[src/rtl/mult_div_unit.sv]
// Iterative 32x32 multiply / divide unit with architectural HI/LO registers.
// Radix-2: one shift-add (multiply) or restoring-subtract (divide) step per
// cycle for 32 cycles. Signed operations iterate on magnitudes and fix the
// signs in the same cycle that writes HI/LO.
module mult_div_unit (
  input  logic        clk,
  input  logic        reset,
  input  logic [31:0] opr_a_md_i,
  input  logic [31:0] opr_b_md_i,
  input  logic [1:0]  op_md_i,
  input  logic        start_md_i,
  input  logic        wr_hi_md_i,
  input  logic        wr_lo_md_i,
  output logic        busy_md_o,
  output logic        done_md_o,
  output logic [31:0] hi_md_o,
  output logic [31:0] lo_md_o
);

  typedef enum logic [1:0] {IDLE, RUN, DONE} state_e;

  state_e      state_q, state_d;
  logic [4:0]  cnt_q, cnt_d;
  logic [31:0] hi_q, hi_d, lo_q, lo_d;
  // Working registers: {wh,wl} is the product accumulator for multiply,
  // or {remainder, shifting dividend/quotient} for divide.
  logic [31:0] wh_q, wh_d, wl_q, wl_d;
  // Multiplicand magnitude (multiply) or divisor magnitude (divide).
  logic [31:0] mag_q, mag_d;
  logic        is_div_q, is_div_d;
  logic        neg_q, neg_d;      // product / quotient must be negated
  logic        neg_rem_q, neg_rem_d;  // remainder takes dividend sign
  logic        div0_q, div0_d;

  // Operand decode for the start cycle.
  logic        op_signed, sa, sb;
  logic [31:0] abs_a, abs_b;

  assign op_signed = ~op_md_i[0];
  assign sa        = op_signed & opr_a_md_i[31];
  assign sb        = op_signed & opr_b_md_i[31];
  assign abs_a     = sa ? (32'd0 - opr_a_md_i) : opr_a_md_i;
  assign abs_b     = sb ? (32'd0 - opr_b_md_i) : opr_b_md_i;

  // Single iteration datapath.
  logic [32:0] mul_sum;
  logic [32:0] div_r;
  logic        div_ge;
  logic [31:0] div_diff;
  logic [31:0] step_hi, step_lo;
  logic [63:0] prod_fix;
  logic [31:0] quo_fix, rem_fix;

  // Compute the next working value for one radix-2 step.
  always_comb begin
    mul_sum  = {1'b0, wh_q} + {1'b0, (wl_q[0] ? mag_q : 32'd0)};
    div_r    = {wh_q, wl_q[31]};
    div_ge   = (div_r >= {1'b0, mag_q});
    div_diff = div_r[31:0] - mag_q;
    if (is_div_q) begin
      step_hi = div_ge ? div_diff : div_r[31:0];
      step_lo = {wl_q[30:0], div_ge};
    end else begin
      step_hi = mul_sum[32:1];
      step_lo = {mul_sum[0], wl_q[31:1]};
    end
  end

  // Sign correction applied to the final step's result.
  always_comb begin
    prod_fix = neg_q ? (64'd0 - {step_hi, step_lo}) : {step_hi, step_lo};
    quo_fix  = div0_q ? 32'hFFFF_FFFF :
               (neg_q ? (32'd0 - step_lo) : step_lo);
    rem_fix  = neg_rem_q ? (32'd0 - step_hi) : step_hi;
  end

  // Next-state and datapath control.
  always_comb begin
    state_d   = state_q;
    cnt_d     = cnt_q;
    hi_d      = hi_q;
    lo_d      = lo_q;
    wh_d      = wh_q;
    wl_d      = wl_q;
    mag_d     = mag_q;
    is_div_d  = is_div_q;
    neg_d     = neg_q;
    neg_rem_d = neg_rem_q;
    div0_d    = div0_q;
    case (state_q)
      IDLE, DONE: begin
        state_d = IDLE;
        if (start_md_i) begin
          // Start wins over any coincident MTHI/MTLO.
          state_d   = RUN;
          cnt_d     = 5'd0;
          is_div_d  = op_md_i[1];
          neg_d     = sa ^ sb;
          neg_rem_d = sa;
          div0_d    = (opr_b_md_i == 32'd0);
          wh_d      = 32'd0;
          wl_d      = op_md_i[1] ? abs_a : abs_b;
          mag_d     = op_md_i[1] ? abs_b : abs_a;
        end else begin
          if (wr_hi_md_i) hi_d = opr_a_md_i;
          if (wr_lo_md_i) lo_d = opr_a_md_i;
        end
      end
      RUN: begin
        wh_d  = step_hi;
        wl_d  = step_lo;
        cnt_d = cnt_q + 5'd1;
        if (cnt_q == 5'd31) begin
          state_d = DONE;
          if (is_div_q) begin
            hi_d = rem_fix;
            lo_d = quo_fix;
          end else begin
            hi_d = prod_fix[63:32];
            lo_d = prod_fix[31:0];
          end
        end
      end
      default: state_d = IDLE;
    endcase
  end

  // State and datapath registers.
  always_ff @(posedge clk or posedge reset) begin
    if (reset) begin
      state_q   <= IDLE;
      cnt_q     <= 5'd0;
      hi_q      <= 32'd0;
      lo_q      <= 32'd0;
      wh_q      <= 32'd0;
      wl_q      <= 32'd0;
      mag_q     <= 32'd0;
      is_div_q  <= 1'b0;
      neg_q     <= 1'b0;
      neg_rem_q <= 1'b0;
      div0_q    <= 1'b0;
    end else begin
      state_q   <= state_d;
      cnt_q     <= cnt_d;
      hi_q      <= hi_d;
      lo_q      <= lo_d;
      wh_q      <= wh_d;
      wl_q      <= wl_d;
      mag_q     <= mag_d;
      is_div_q  <= is_div_d;
      neg_q     <= neg_d;
      neg_rem_q <= neg_rem_d;
      div0_q    <= div0_d;
    end
  end

  assign busy_md_o = (state_q == RUN);
  assign done_md_o = (state_q == DONE);
  assign hi_md_o   = hi_q;
  assign lo_md_o   = lo_q;

endmodule

[config.mk]
export PLATFORM = sky130hd
export DESIGN_NAME = mult_div_unit
export DESIGN_NICKNAME = d
export VERILOG_FILES = /design/src/rtl/mult_div_unit.sv
export SDC_FILE = /design/constraint.sdc
export NUM_CORES = 1
export LEC_CHECK = 0
export CORE_MARGIN = 4
export CORE_UTILIZATION = 50
export CTS_CLUSTER_DIAMETER = 40
export DETAILED_ROUTE_END_ITERATION = 12
export PLACE_DENSITY = 0.73
export SLEW_MARGIN = 20
export SYNTH_ARGS = -nofsm -noshare
export SYNTH_HDL_FRONTEND = slang
export SYNTH_SLANG_ARGS = --single-unit
[constraint.sdc]
create_clock -name clk -period 15.68 [get_ports clk]
set_input_delay 4.704 -clock clk [delete_from_list [all_inputs] [get_ports clk]]
set_output_delay 4.704 -clock clk [all_outputs]
set_load 0.02 [all_outputs]
==> results of run 1 <==
[final timing paths]
check                         startpoint     endpoint  slack, ns  cells after the start
max in group asynchronous          reset   lo_md_o[7]       9.68                      3
hold / removal                lo_md_o[0]   lo_md_o[0]       0.49                      1
setup reg to reg                wh_q[29]  hi_md_o[26]       9.27                     18
setup / recovery           opr_a_md_i[1]    mag_q[29]       7.51                     13
hold reg to reg               lo_md_o[0]   lo_md_o[0]       0.49                      1
min in group asynchronous          reset  hi_md_o[31]       4.66                      2
[state kept, by name, summed over array words and instances, names as in the netlist]
signal / flops
hi_md_o: 32
lo_md_o: 32
mag_q: 32
wh_q: 32
wl_q: 32
cnt_q: 5
state_q: 2
div0_q: 1
is_div_q: 1
neg_q: 1
neg_rem_q: 1
[stage by stage]
stage / hold slack [ns] / cell area [um2] / worst slack [ns]
detailed placement: 0.4723 / 17410 / 7.120
CTS: 0.4891 / 18020 / 7.598
global route: 0.5179 / 18020 / 7.245
finish: 0.4882 / 18020 / 7.507
global placement: 0.4655 / 17410 / 7.174
floorplan: 0.4436 / 15980 / 6.344
[cell usage in the layout, fill, tap and decap left out, types with 7 or more instances in the layout]
master / instances
nor2_1: 161
and2_1: 40
clkbuf_16: 17
o21ai_0: 169
o221ai_1: 39
nor2b_1: 18
mux2i_1: 40
a22oi_1: 8
o31ai_1: 26
o31a_1: 8
or3_1: 21
xnor2_1: 78
a21oi_1: 149
dfrtp_1: 170
and3_1: 23
ha_1: 70
a21o_1: 25
nor4_1: 9
inv_1: 69
or2_2: 7
o211ai_1: 41
a31oi_1: 54
nand2_1: 293
o211a_1: 7
o21a_1: 15
a211oi_1: 16
nor3_1: 39
mux2_2: 10
a22o_1: 22
xor2_1: 62
buf_4: 23
clkdlybuf4s50_1: 135
nand3_1: 28
o21bai_1: 8
nand4_1: 22
nand2b_1: 21
[cell families (layout without fill, tap and decap cells)]
| kind of cell | count (synthesis) | after routing |
|---|---|---|
| simple gates | 736 | 736 |
| compound gates | 675 | 675 |
| buf+inv | 191 | 263 |
| flops | 171 | 171 |
| xor+xnor | 140 | 140 |
| fa+ha+maj | 72 | 72 |
| mux | 51 | 51 |
[per-layer routing]
layer  wire length (um)  vias up  track usage (%)  part of all wire, %
met3               5527      181            6.379                  8.9
met4               3420        0            16.89                  5.5
met1              26070     7944            47.79                   42
li1                   -     7539                -                    -
met5                  0        -                0                    0
met2              27290      927            52.78                   44
[worst max-delay path, cell delays in order]
cell and delay [ns]:
clkdlybuf4s50_1 0.56, inv_1 0.16, nand3_1 0.12, nor4_1 0.61, inv_1 0.17, or3_1 0.40, or2_2 0.29, or4_1 0.50
nand2b_1 0.23, o41ai_1 0.34, xnor2_1 0.14, o211ai_1 0.18, o21ai_0 0.11
[final cells by class]
class,count,area (um2)
Inverter,72,275.3
Fill cell,2954,13530
Sequential cell,171,4283
Clock inverter,14,182.7
Tap cell,402,503.0
Multi-Input combinational cell,1674,10820
Clock buffer,18,429.2
Timing Repair Buffer,159,1535
==> flow_metrics.py, run 1 <==
metrics = {
    "synthesis": {
        "ys_top_cells_by_count": "nand2_1, dfrtp_1, o21ai_0",
        "synth_area_um2": 15980,
        "yosys.area.top_type_share_pct": 26.78,
        "netlist_instances": 2036,
        "synthMuxAreaShare_pct": 3.281,
        "syn-num-nets": 2179,
        "synth-simple-area-share_pct": 22.19,
        "synth_top_area_cell": "dfrtp_1",
        "ys_seq_area_share_pct": 26.78,
        "synth.distinct_cells": 103,
        "synth-compound-area-share_pct": 28.62,
        "ys_ff_latch": 171,
        "synth_fa_ha_area_share_pct": 5.733,
        "synth_edf_count": 0,
        "yosys_warnings": 0,
        "synthArstFlopShare_pct": 100.0,
        "ys_top_cells_by_area": "dfrtp_1, nand2_1, ha_1",
        "synth_xor_area_share_pct": 7.675,
        "synth_top_family_by_area": "compound AO/OA/AOI/OAI gates",
        "synth.avg_cell_area_um2": 7.847,
        "synth_ff_type": "dfrtp_1",
        "synth.most_common_cell": "nand2_1",
    },
    "grt": {
        "grt_pass1_wl_mm": 95.27,
        "first_global_vias": 15619,
        "grt_antenna_before_repair": 1,
        "grt_overflow_total": 0,
        "track_usage_pct": 34.71,
        "grt_max_degree": 124,
    },
    "detailed_routing": {
        "first_pass_iters": 6,
        "viasPerCell": 6.610,
        "ant_nets": 0,
        "routed_wl_mm": 62.30,
        "drt_iter0_markers": 2244,
        "wl_per_cell_um": 24.82,
        "via_count": 16591,
        "remaining_drc_errors": 0,
    },
    "setup_path": {
        "cp-end-kind": "flip-flop",
        "worstPathMaxFanout": 4,
        "crit_required_ns": 16.01,
        "path_class": "primary input to flip-flop",
        "critical_path_arrival_ns": 8.50,
        "critPathLaunchType": "primary input",
    },
    "finish": {
        "nets": 2238,
        "area_growth_pct": 12.82,
        "diodes": 0,
        "drive_gt1_share_pct": 6.736,
        "fin_util_pct": 57.12,
        "instances_no_fill": 2510,
    },
    "timing": {
        "fin_skew_ns": 0.01631,
        "tns_ns": 0,
        "fin_crit_sh_pct": 52.13,
        "rsz0062_at_grt": "false",
        "drv_slew": 0,
        "setup_viol": 0,
        "post-route-min-period_ns": 8.174,
        "hold_viol_final": 0,
        "slew_headroom_pct": 32.61,
        "fmax_ghz": 0.1223,
        "worstMarginPinSlew_ns": 1.009,
    },
    "clock_tree": {
        "cts_made_buffers": 17,
        "clock-sinks": 171,
        "cts_setup_buffers": 0,
        "cts-root-buf": "clkbuf_16",
        "cts.htree.levels": 4,
        "clk_path_buf_depth": 2,
        "ctsHoldBuffers": 0,
        "clk_latency_ns": 0.47,
        "cts_tree": "built",
        "ctsResizeCount": 0,
        "clk_pin_slew_ns": 0.07,
    },
    "placed_design": {
        "place_congestion": 1.033,
        "dpl.cell_count": 2478,
        "portBuffers": 136,
        "hpwl_mm": 47.84,
    },
    "floorplan": {
        "ios": 137,
        "rows": 65,
        "die_h_um": 186.8,
        "die_w_um": 186.8,
        "core_area_um2": 31560,
        "initial_utilization_pct": 50.63,
        "die-area_um2": 34880,
    },
    "flow_run": {
        "drv_cap": 0,
    },
    "worst_hold_path": {
        "min-delay-path-class": "flip-flop to flip-flop",
    },
    "status": {
        "outcome": "finished clean",
    },
}
Power of run 1 is not shown: default switching activity piles up to over one toggle a cycle in this logic, so the estimate is an artifact.
==> run 2, diff against run 1 <==
==> constraint.sdc (replaced) <==
create_clock -name clk -period 7.9 [get_ports clk]
set_input_delay 2.37 -clock clk [delete_from_list [all_inputs] [get_ports clk]]
set_output_delay 2.37 -clock clk [all_outputs]
set_load 0.02 [all_outputs]
==> run 2 against run 1 <==
Compared with the run above: worst setup slack lost 5.6 ns; clock-buffer cell count grew 2; cell area shrank 0.31%; non-clock buffer count grew 1; worst hold slack lost 0.0014 ns; die area is the same; final cell count is essentially flat; utilization shrank 0.17 points; clock skew grew 0.0038 ns; highest routed layer is now met5.
==> flow_metrics.py, run 2 (synthesis results as in run 1) <==
metrics = {
    "clock_tree": {
        "clk_pin_slew_ns": 0.08,
        "cts_tree": "built",
        "cts_made_buffers": 17,
        "cts_setup_buffers": 0,
        "clock-sinks": 171,
        "ctsResizeCount": 0,
        "clk_latency_ns": 0.46,
        "clk_path_buf_depth": 2,
        "cts-root-buf": "clkbuf_16",
        "cts.htree.levels": 4,
        "ctsHoldBuffers": 0,
    },
    "floorplan": {
        "core_area_um2": 31560,
        "die_h_um": 186.8,
        "rows": 65,
        "die-area_um2": 34880,
        "die_w_um": 186.8,
        "initial_utilization_pct": 50.63,
        "ios": 137,
    },
    "worst_hold_path": {
        "min_delay_worst_endpoint": "cnt_q[3]",
        "hold_depth": 1,
        "hp-start": "cnt_q[3]",
        "min-delay-path-class": "flip-flop to flip-flop",
    },
    "timing": {
        "worstMarginPinSlew_ns": 1.089,
        "setup_slack_ns": 1.859,
        "post-route-min-period_ns": 6.042,
        "drv_slew": 0,
        "fin_crit_sh_pct": 76.47,
        "hold_viol_final": 0,
        "rsz0062_at_grt": "false",
        "fin_skew_ns": 0.02008,
        "tns_ns": 0,
        "fmax_ghz": 0.1655,
        "slew_headroom_pct": 27.35,
        "setup_viol": 0,
    },
    "placed_design": {
        "hpwl_mm": 48.09,
        "dpl.cell_count": 2478,
        "place_congestion": 1.055,
        "preCtsSetupSlack_ns": 1.663,
        "portBuffers": 136,
    },
    "status": {
        "outcome": "finished clean",
    },
    "setup_path": {
        "slowest_stage": "or3_1",
        "reg2regPathDepth": 19,
        "critical_path_arrival_ns": 6.39,
        "r2r_setup_slack_ns": 1.86,
        "crit_required_ns": 8.25,
        "path_class": "flip-flop to flip-flop",
        "cp_cell_sequence": "inv_1, ha_1, a21oi_1, o21ai_0, a21o_2, a211oi_1, buf_4, o211ai_1, nand2_1, ha_1, nand3_1, or2_2, or3_1, nor2_1, a21oi_1, o31ai_1, xor2_1, o21ai_0, mux2_2",
        "critical-path-max-stage-delay_ns": 0.51,
        "critPathLaunchType": "flip-flop",
        "cp-end-kind": "flip-flop",
        "r2r-start": "mag_q[20]",
        "r2r_end": "hi_md_o[6]",
        "worstPathMaxFanout": 8,
    },
    "finish": {
        "final_cell_mix": "nand2_1, dfrtp_1, o21ai_0, nor2_1, a21oi_1",
        "nets": 2239,
        "drive_gt1_share_pct": 6.597,
        "instances_no_fill": 2509,
        "fill_cells": 2942,
        "final_common_cell": "nand2_1",
        "multi_input_area_um2": 10820,
        "ff_latch_area_um2": 4283,
        "diodes": 0,
        "area_growth_pct": 12.48,
    },
    "detailed_routing": {
        "viasPerCell": 6.668,
        "ant_nets": 0,
        "drt_iter0_markers": 2088,
        "wl_per_cell_um": 24.79,
        "routed_wl_mm": 62.19,
        "remaining_drc_errors": 0,
        "first_pass_iters": 8,
        "via_count": 16730,
    },
    "grt": {
        "grt_pass1_wl_mm": 94.79,
        "grt_max_degree": 124,
        "grt_antenna_before_repair": 1,
        "track_usage_pct": 34.62,
        "grt_overflow_total": 0,
        "first_global_vias": 15549,
    },
    "flow_run": {
        "drv_cap": 0,
    },
}
[run 2: per-stage QoR]
step	hold WS, ns	instance area (um2)	util, %
6_report	0.4868	17970	56.95
5_1_grt	0.5078	17970	56.95
4_1_cts	0.4907	17940	56.85
3_5_place_dp	0.4731	17410	55.16
3_3_place_gp	0.4667	17410	55.16
2_1_floorplan	0.4436	15980	-
[run 2: how the worst max path moves through the flow]
stage / startpoint / end / slack [ns] / depth (start not counted)
after floorplan: reset / cnt_q[0] / 0.90 / 1
after global placement: opr_a_md_i[1] / wl_q[28] / 1.72 / 14
after detailed placement: opr_a_md_i[1] / wl_q[28] / 1.66 / 14
after CTS: wh_q[29] / hi_md_o[6] / 2.06 / 18
after global routing: mag_q[20] / hi_md_o[18] / 1.58 / 21
final: mag_q[20] / hi_md_o[6] / 1.86 / 19
[run 2: critical path: cells and delay by family (launching register included)]
kind,cells,cell delay (ns)
buffers and inverters,2,0.30
DFF,1,0.47
AOI/OAI and AO/OA,8,2.12
xor gates and xnor gates,1,0.23
muxes,1,0.30
adders and majority gates,2,0.65
and+or+nand+nor,5,1.84
[run 2: metal layers]
layer	vias to the layer above	wire [um]	track usage, %
met4	2	2910	14.51
li1	7548	-	-
met1	8039	26090	48.63
met5	-	13	0
met2	967	27240	52.50
met3	174	5939	6.528
[run 2: area by class of cell]
| type | instances | area share, % |
|---|---|---|
| Inverter | 72 | 1.532 |
| Clock inverter | 10 | 0.5361 |
| Timing Repair Buffer | 160 | 8.676 |
| Clock buffer | 20 | 2.430 |
| Multi-Input combinational cell | 1674 | 60.19 |
| Sequential cell | 171 | 23.83 |
| Tap cell | 402 | 2.799 |
Power of run 2 is left out for the same reason.
==> run 3, diff against run 2 <==
==> constraint.sdc (replaced) <==
create_clock -name clk -period 5.7 [get_ports clk]
set_input_delay 1.71 -clock clk [delete_from_list [all_inputs] [get_ports clk]]
set_output_delay 1.71 -clock clk [all_outputs]
set_load 0.02 [all_outputs]
==> run 3 against run 2 <==
Compared with the run above: sequential share of layout area down 0.76 points; sequential cell count unchanged; clock skew decreased by 0.0045 ns; worst hold slack about the same; fmax up 15%; register-to-register slack got worse by 1.4 ns; utilization grew 1.9 points; clock-buffer cell count grew 1; critical path depth shrank 3; die area unchanged; highest routed layer is now met4; non-clock buffer count is 71 higher.
==> flow_metrics.py, run 3 (synthesis results as in run 1) <==
metrics = {
    "timing": {
        "post-route-min-period_ns": 5.251,
        "fin_skew_ns": 0.01553,
        "worstMarginPinSlew_ns": 0.8916,
        "slew_headroom_pct": 40.30,
        "rsz0062_at_grt": "false",
        "setup_viol": 0,
        "tns_ns": 0,
        "fmax_ghz": 0.1904,
        "drv_slew": 0,
        "fin_crit_sh_pct": 92.12,
        "hold_viol_final": 0,
    },
    "detailed_routing": {
        "remaining_drc_errors": 0,
        "viasPerCell": 6.628,
        "first_pass_iters": 6,
        "drt_iter0_markers": 2223,
        "via_count": 17106,
        "wl_per_cell_um": 24.77,
        "ant_nets": 0,
        "routed_wl_mm": 63.92,
    },
    "setup_path": {
        "crit_required_ns": 6.02,
        "reg2regPathDepth": 16,
        "critical_path_arrival_ns": 5.57,
        "r2r_setup_slack_ns": 0.45,
        "critPathLaunchType": "flip-flop",
        "path_class": "flip-flop to flip-flop",
        "r2r_end": "hi_md_o[26]",
        "cp-end-kind": "flip-flop",
        "worstPathMaxFanout": 11,
        "r2r-start": "wh_q[11]",
    },
    "clock_tree": {
        "ctsHoldBuffers": 0,
        "clock-sinks": 171,
        "cts_made_buffers": 17,
        "clk_latency_ns": 0.46,
        "cts_setup_buffers": 0,
        "cts.htree.levels": 4,
        "cts_tree": "built",
        "cts-root-buf": "clkbuf_16",
        "clk_pin_slew_ns": 0.07,
        "clk_path_buf_depth": 2,
        "ctsResizeCount": 0,
    },
    "finish": {
        "area_growth_pct": 16.22,
        "nets": 2310,
        "final_common_cell": "nand2_1",
        "final_cell_mix": "nand2_1, o21ai_0, dfrtp_1, nor2_1, a21oi_1",
        "drive_gt1_share_pct": 9.683,
        "diodes": 0,
    },
    "floorplan": {
        "die_h_um": 186.8,
        "core_area_um2": 31560,
        "rows": 65,
        "initial_utilization_pct": 50.63,
        "die-area_um2": 34880,
        "ios": 137,
        "die_w_um": 186.8,
    },
    "grt": {
        "first_global_vias": 16008,
        "grt_antenna_before_repair": 0,
        "grt_max_degree": 124,
        "track_usage_pct": 35.69,
        "grt_overflow_total": 0,
        "grt_pass1_wl_mm": 97.37,
    },
    "placed_design": {
        "place_congestion": 1.053,
        "hpwl_mm": 49.97,
        "portBuffers": 136,
    },
    "worst_hold_path": {
        "hp-start": "hi_md_o[0]",
        "min_delay_worst_endpoint": "hi_md_o[0]",
        "min-delay-path-class": "flip-flop to flip-flop",
        "hold_depth": 2,
    },
    "flow_run": {
        "drv_cap": 0,
    },
    "status": {
        "outcome": "finished clean",
    },
}
run 3: per-layer routing:
metal	up-vias	GRT usage, %	wire (um)	part of all wire [%]
met5	-	0	0	0
met4	0	15.61	3147	4.9
met3	173	6.566	6049	9.5
met2	1007	55.10	28150	44
met1	8248	49.16	26580	42
li1	7678	-	-	-
run 3: worst max-delay path, stage by stage, from the launching register on:
cell	delay, ns
dfrtp_1	0.43
ha_1	0.48
nand4_2	0.19
or4_4	0.55
a21oi_4	0.19
nor3_2	0.07
buf_4	0.19
o21ai_2	0.52
buf_4	0.30
mux2i_1	0.35
o2111ai_4	0.27
nor4_4	0.50
nand4_2	0.15
or3_1	0.41
o21ai_1	0.18
xor2_1	0.20
o221ai_1	0.13
run 3: worst max-delay path by stage:
stage	cells past startpoint	slack [ns]	from	endpoint
final	16	0.45	wh_q[11]	hi_md_o[26]
after detailed placement	13	0.28	opr_a_md_i[9]	wl_q[29]
after floorplan	19	1.04	wh_q[19]	hi_md_o[28]
after global placement	13	0.31	opr_a_md_i[9]	wl_q[29]
after CTS	18	0.36	wl_q[0]	hi_md_o[31]
after global routing	18	0.16	wl_q[0]	hi_md_o[31]
run 3: layout make-up:
type                            count  area (um2)
Fill cell                        2842       12990
Clock inverter                     10       142.6
Timing Repair Buffer              231        2101
Clock buffer                       21       450.4
Sequential cell                   171        4284
Multi-Input combinational cell   1674       10810
Tap cell                          402       503.0
Inverter                           72       274.0
run 3: stage by stage:
step	hold WS [ns]	area, um2	worst slack [ns]	util [%]	cells
6_report	0.4869	18570	0.4491	58.84	2581
5_1_grt	0.5279	18570	0.1564	58.84	2581
4_1_cts	0.4948	18560	0.3644	58.83	2581
3_5_place_dp	0.4751	17970	0.2835	56.95	2550
3_3_place_gp	0.4667	17970	0.3093	56.95	2550
2_1_floorplan	0.4436	15980	1.043	-	2036
Power of run 3 is left out for the same reason.
==> RTL edit 1, RTL diff (flow settings as in run 1) <==
Register the inputs `opr_a_md_i`, `opr_b_md_i`, `op_md_i`, `start_md_i`, `wr_hi_md_i` and `wr_lo_md_i` before use, cleared by the reset. The logic sees them one clock later.
--- a/src/rtl/mult_div_unit.sv
+++ b/src/rtl/mult_div_unit.sv
@@ -19,6 +19,31 @@
 
   typedef enum logic [1:0] {IDLE, RUN, DONE} state_e;
 
+  logic [31:0] opr_a_md_q;
+  logic [31:0] opr_b_md_q;
+  logic [1:0] op_md_q;
+  logic start_md_q;
+  logic wr_hi_md_q;
+  logic wr_lo_md_q;
+
+  always_ff @(posedge clk or posedge reset) begin
+    if (reset) begin
+      opr_a_md_q <= '0;
+      opr_b_md_q <= '0;
+      op_md_q    <= '0;
+      start_md_q <= '0;
+      wr_hi_md_q <= '0;
+      wr_lo_md_q <= '0;
+    end else begin
+      opr_a_md_q <= opr_a_md_i;
+      opr_b_md_q <= opr_b_md_i;
+      op_md_q    <= op_md_i;
+      start_md_q <= start_md_i;
+      wr_hi_md_q <= wr_hi_md_i;
+      wr_lo_md_q <= wr_lo_md_i;
+    end
+  end
+
   state_e      state_q, state_d;
   logic [4:0]  cnt_q, cnt_d;
   logic [31:0] hi_q, hi_d, lo_q, lo_d;
@@ -36,11 +61,11 @@
   logic        op_signed, sa, sb;
   logic [31:0] abs_a, abs_b;
 
-  assign op_signed = ~op_md_i[0];
-  assign sa        = op_signed & opr_a_md_i[31];
-  assign sb        = op_signed & opr_b_md_i[31];
-  assign abs_a     = sa ? (32'd0 - opr_a_md_i) : opr_a_md_i;
-  assign abs_b     = sb ? (32'd0 - opr_b_md_i) : opr_b_md_i;
+  assign op_signed = ~op_md_q[0];
+  assign sa        = op_signed & opr_a_md_q[31];
+  assign sb        = op_signed & opr_b_md_q[31];
+  assign abs_a     = sa ? (32'd0 - opr_a_md_q) : opr_a_md_q;
+  assign abs_b     = sb ? (32'd0 - opr_b_md_q) : opr_b_md_q;
 
   // Single iteration datapath.
   logic [32:0] mul_sum;
@@ -90,20 +115,20 @@
     case (state_q)
       IDLE, DONE: begin
         state_d = IDLE;
-        if (start_md_i) begin
+        if (start_md_q) begin
           // Start wins over any coincident MTHI/MTLO.
           state_d   = RUN;
           cnt_d     = 5'd0;
-          is_div_d  = op_md_i[1];
+          is_div_d  = op_md_q[1];
           neg_d     = sa ^ sb;
           neg_rem_d = sa;
-          div0_d    = (opr_b_md_i == 32'd0);
+          div0_d    = (opr_b_md_q == 32'd0);
           wh_d      = 32'd0;
-          wl_d      = op_md_i[1] ? abs_a : abs_b;
-          mag_d     = op_md_i[1] ? abs_b : abs_a;
+          wl_d      = op_md_q[1] ? abs_a : abs_b;
+          mag_d     = op_md_q[1] ? abs_b : abs_a;
         end else begin
-          if (wr_hi_md_i) hi_d = opr_a_md_i;
-          if (wr_lo_md_i) lo_d = opr_a_md_i;
+          if (wr_hi_md_q) hi_d = opr_a_md_q;
+          if (wr_lo_md_q) lo_d = opr_a_md_q;
         end
       end
       RUN: begin
Behaviour: not the same (a bounded check fails within 4 cycles, from zero or initial values and one cycle with reset high).
==> RTL edit 1 against run 1 <==
- critical path depth down 8
- synthesized area increased by 9.0%
- worst setup slack better by 1300 ps
- sequential cell count grew 69
- routed wire length is 2.1% higher
- cell area is 13% higher
- sequential share of layout area increased by 5.7 points
- utilization increased by 2.1 points
- count of clock-buffer cells in the layout increased by 33
- global-route usage shrank 2.2 points
Power is left out: the tool's default activity adds up to more than one toggle a clock period on the data nets, which glitch-free logic cannot reach.
==> RTL edit 1: results (changes against run 1) <==
| Metric | Value |
|---|---|
| Post-placement cell area | 19100 µm² (was 17400 µm²) |
| Post-synth top cells | 285 x nand2_1, 240 x dfrtp_1, 192 x nor2_1, 192 x o21ai_0, 169 x a21oi_1 (was 294 x nand2_1, 171 x dfrtp_1, 169 x o21ai_0) |
| Global-route wire length before repair | 96.4 mm (was 95.3 mm) |
| Setup violators final | 0 (unchanged) |
| Number of buffers created by CTS | 40 (was 17) |
| Ys Warns | 0 (unchanged) |
| Nets | 2358 (was 2238) |
| Clock Path Buffers | 3 (was 2) |
| Post-synthesis sequential area ratio | 0.345 (was 0.268) |
| Status | complete, no violations (unchanged) |
| Ys async rst share | 1.00 (unchanged) |
| Vias in the first global route | 16400 (was 15600) |
| Largest net degree at the start of global routing | 96 (was 124) |
| Hold crit path type | reg2reg (unchanged) |
| Routed WL per cell | 23.6 µm (was 24.8 µm) |
| Clock slew at reported path FFs | 50 ps (was 70 ps) |
| Unique masters post-synth | 95 (was 103) |
| Fraction of layout cells with a size suffix above 1 | 0.0651 (was 0.0674) |
| Routed WL | 63.6 mm (was 62.3 mm) |
| Cells after synthesis | 2133 (was 2036) |
| Post-DP HPWL | 48.2 mm (was 47.8 mm) |
| CTS H-tree depth | 2 (was 4) |
| Syn Nets | 2276 (was 2179) |
| Least-Margin Pin Slew | 1150 ps (was 1010 ps) |
| Critical Path AT | 7410 ps (was 8500 ps) |
| Initial drt markers | 1893 (was 2244) |
| Clock Skews | 24.5 ps (was 16.3 ps) |
| Pre-Repair DR Iteration Count | 5 (was 6) |
| Pre-CTS WS | 7960 ps (was 7120 ps) |
| Resized cells post-CTS | 0 (unchanged) |
| Max Freq | 145 MHz (was 122 MHz) |
| Vias/cell | 6.34 (was 6.61) |
| Post-CTS setup buffer count | 0 (unchanged) |
| Register-to-register setup slack | 9430 ps (was 9270 ps) |
| Synth top area cells | dfrtp_1 34%, nand2_1 6.1%, o21ai_0 5.5%, ha_1 5.0%, a21oi_1 4.9% (was dfrtp_1 27%, nand2_1 6.9%, ha_1 5.5%, o21ai_0 5.3%, a21oi_1 4.7%) |
| Clk root buf | clkbuf_16 (unchanged) |
| Skew-Pair Late Insertion Delay | 540 ps (was 470 ps) |
| GPL Wtd Cong | 0.975 (was 1.03) |
| Post-synth EDFFs | 0 (unchanged) |
| Hold slack final | 480 ps (was 488 ps) |
| DP Cell Count | 2627 (was 2478) |
| TNS Setup | 0 ps (unchanged) |
| Top_reg_cell synth | dfrtp_1 (unchanged) |
| Initial antenna violation count | 3 (was 1) |
| PortBufs | 136 (unchanged) |
| CP max FO | 92 (was 4) |
| Global-route usage over all layers | 0.325 (was 0.347) |
==> RTL edit 1: cell type report <==
type / count / area, µm²
clock buffers: 51 / 1090
clock inverters: 20 / 228
fillers: 3083 / 14000
inverters: 62 / 240
multi-input cells: 1706 / 10700
flip-flops and latches: 240 / 6010
well taps: 455 / 569
repair buffers: 165 / 1590
==> RTL edit 1: final timing paths <==
kind	from	to	depth (start not counted)
worst max-delay path	reset	mag_q[5]$_DFFE_PP0P_	5
worst min-delay path	hi_md_o[31]$_DFFE_PP0P_	hi_md_o[31]$_DFFE_PP0P_	2
worst max register to register	mag_q[18]$_DFFE_PP0P_	hi_md_o[28]$_DFFE_PP0P_	21
worst min register to register	hi_md_o[31]$_DFFE_PP0P_	hi_md_o[31]$_DFFE_PP0P_	2
max in group clk	state_q[0]$_DFFE_PP0P_	busy_md_o	3
min in group asynchronous	reset	opr_b_md_q[13]$_DFF_PP0_	2
==> RTL edit 1: cells by family (layout without fill, tap and decap cells) <==
family / after synthesis / in the layout / share of synthesized area
and+or+nand+nor: 774 / 774 / 0.210
AOI/OAI and AO/OA: 648 / 648 / 0.237
DFF: 240 / 240 / 0.345
buffers and inverters: 187 / 298 / 0.0431
xor gates and xnor gates: 153 / 153 / 0.0770
adders and majority gates: 72 / 72 / 0.0526
muxes: 59 / 59 / 0.0354
==> RTL edit 1: layer usage <==
| metal | vias to the layer above | track usage | wire length [µm] |
|---|---|---|---|
| li1 | 7849 | - | - |
| met1 | 8255 | 0.441 | 26400 |
| met2 | 864 | 0.524 | 29200 |
| met3 | 154 | 0.0497 | 5130 |
| met4 | 2 | 0.128 | 2880 |
| met5 | - | 0 | 13 |
==> RTL edit 1: worst max-delay path: stages <==
cell and delay (ps):
clkdlybuf4s50_1 500, inv_8 440, buf_4 530, buf_12 310, buf_4 770
==> RTL edit 2, RTL diff (config.mk and constraints of run 1) <==
Without the edit above. Take the reset off `lo_q` and load it in a clocked block of its own.
--- a/src/rtl/mult_div_unit.sv
+++ b/src/rtl/mult_div_unit.sv
@@ -131,7 +131,6 @@
       state_q   <= IDLE;
       cnt_q     <= 5'd0;
       hi_q      <= 32'd0;
-      lo_q      <= 32'd0;
       wh_q      <= 32'd0;
       wl_q      <= 32'd0;
       mag_q     <= 32'd0;
@@ -143,7 +142,6 @@
       state_q   <= state_d;
       cnt_q     <= cnt_d;
       hi_q      <= hi_d;
-      lo_q      <= lo_d;
       wh_q      <= wh_d;
       wl_q      <= wl_d;
       mag_q     <= mag_d;
@@ -154,6 +152,10 @@
     end
   end
 
+  always_ff @(posedge clk) begin
+    lo_q <= lo_d;
+  end
+
   assign busy_md_o = (state_q == RUN);
   assign done_md_o = (state_q == DONE);
   assign hi_md_o   = hi_q;
Behaviour: not the same (Yosys sat finds a counterexample within 4 cycles, from zero or initial values and one cycle with reset high).
==> RTL edit 2 against run 1 <==
- routed wire length is 3.9% lower
- highest routed layer unchanged
- global-route usage is 0.42 points lower
- cell area is 1.3% lower
- first-iteration DRC count is 9.9% lower
- largest cell class unchanged
- worst setup slack better by 380 ps
- sequential share of layout area is 1.2 points higher
- sequential cell count stayed put
- synthesized area is 2.1% lower
Power is not shown: default switching activity piles up to over one toggle a cycle in this logic, so the estimate is an artifact.
==> RTL edit 2: results (changes against run 1) <==
| Metric | Value |
|---|---|
| #MultiIn Comb | 1652 (was 1674) |
| Hold path start | hi_md_o[16]$_DFFE_PP0P_ (was lo_md_o[0]$_DFFE_PP0P_) |
| Adder-cell share of the synthesized area | 0.0585 (was 0.0573) |
| Top_reg_cell synth | dfrtp_1 (unchanged) |
| Routed WL | 59.9 mm (was 62.3 mm) |
| Largest net degree at the start of global routing | 92 (was 124) |
| Post-synth top cells | 244 x nand2_1, 208 x nor2_1, 201 x a21oi_1 (was 294 x nand2_1, 171 x dfrtp_1, 169 x o21ai_0) |
| Synth Area in XOR/XNOR | 0.0862 (was 0.0767) |
| Register-to-register setup slack | 8730 ps (was 9270 ps) |
| Seq/total area | 0.250 (was 0.238) |
| Hold slack final | 481 ps (was 488 ps) |
| Fraction of layout cells with a size suffix above 1 | 0.0538 (was 0.0674) |
| Max incr delay on CP | 460 ps (was 610 ps) |
| Post-synthesis mux area share | 0.0326 (was 0.0328) |
| Post-synth EDFFs | 32 (was 0) |
| Critical Path AT | 8080 ps (was 8500 ps) |
| Slowest library cell on the worst path | clkdlybuf4s50_1 (was nor4_1) |
| Non-clock buffer share | 0.0864 (was 0.0852) |
| Vias in the first global route | 15100 (was 15600) |
| Status | complete, no violations (unchanged) |
| Nets | 2213 (was 2238) |
| ClkCell Share | 0.0328 (was 0.0339) |
| Worst r2r dst | hi_md_o[4]$_DFFE_PP0P_ (was hi_md_o[26]$_DFFE_PP0P_) |
| Synth Area in Compound Gates | 0.268 (was 0.286) |
| Post-DP HPWL | 45.7 mm (was 47.8 mm) |
| Initial drt markers | 2022 (was 2244) |
| Clock Skews | 14.1 ps (was 16.3 ps) |
| Global-route usage over all layers | 0.343 (was 0.347) |
| GPL Wtd Cong | 0.993 (was 1.03) |
| Ys async rst share | 0.813 (was 1.00) |
| Skew-Pair Late Insertion Delay | 460 ps |
| Post-synthesis sequential area ratio | 0.284 (was 0.268) |
| Hold EP | hi_md_o[16]$_DFFE_PP0P_ (was lo_md_o[0]$_DFFE_PP0P_) |
| Worst r2r path cells | 22 (was 18) |
| Fraction of area in multi-input gates | 0.588 (was 0.600) |
| Hold crit path type | reg2reg (unchanged) |
| Post-placement cell area | 17200 µm² (was 17400 µm²) |
| Inverters | 68 (was 72) |
| Slew headroom | 0.269 (was 0.326) |
| Non-clock buffer total of the final layout | 160 (was 159) |
| Pre-CTS WS | 7520 ps (was 7120 ps) |
| Layout fillers | 2849 (was 2954) |
| Unique masters post-synth | 93 (was 103) |
| FF-to-FF Start | wh_q[3]$_DFFE_PP0P_ (was wh_q[29]$_DFFE_PP0P_) |
| Routed WL per cell | 24.1 µm (was 24.8 µm) |
| DP Cell Count | 2447 (was 2478) |
-- RTL edit 2: per-layer routing --
layer / share of wire / track usage / up-vias / routed length, µm
li1: - / - / 7406 / -
met1: 0.42 / 0.487 / 7827 / 25400
met2: 0.44 / 0.524 / 930 / 26200
met3: 0.094 / 0.0548 / 136 / 5610
met4: 0.045 / 0.137 / 0 / 2690
met5: 0 / 0 / - / 0
-- RTL edit 2: how the worst max path moves through the flow --
stage | start | to | slack (ps) | cells past startpoint
after floorplan | reset | cnt_q[0]$_DFFE_PP0P_ | 7250 | 1
final | opr_a_md_i[0] | wl_q[28]$_DFFE_PP0P_ | 7890 | 15
after global routing | opr_a_md_i[1] | wl_q[28]$_DFFE_PP0P_ | 7650 | 15
after detailed placement | opr_a_md_i[0] | wl_q[30]$_DFFE_PP0P_ | 7520 | 15
after CTS | opr_a_md_i[0] | wl_q[28]$_DFFE_PP0P_ | 7980 | 15
after global placement | opr_a_md_i[0] | wl_q[30]$_DFFE_PP0P_ | 7630 | 15
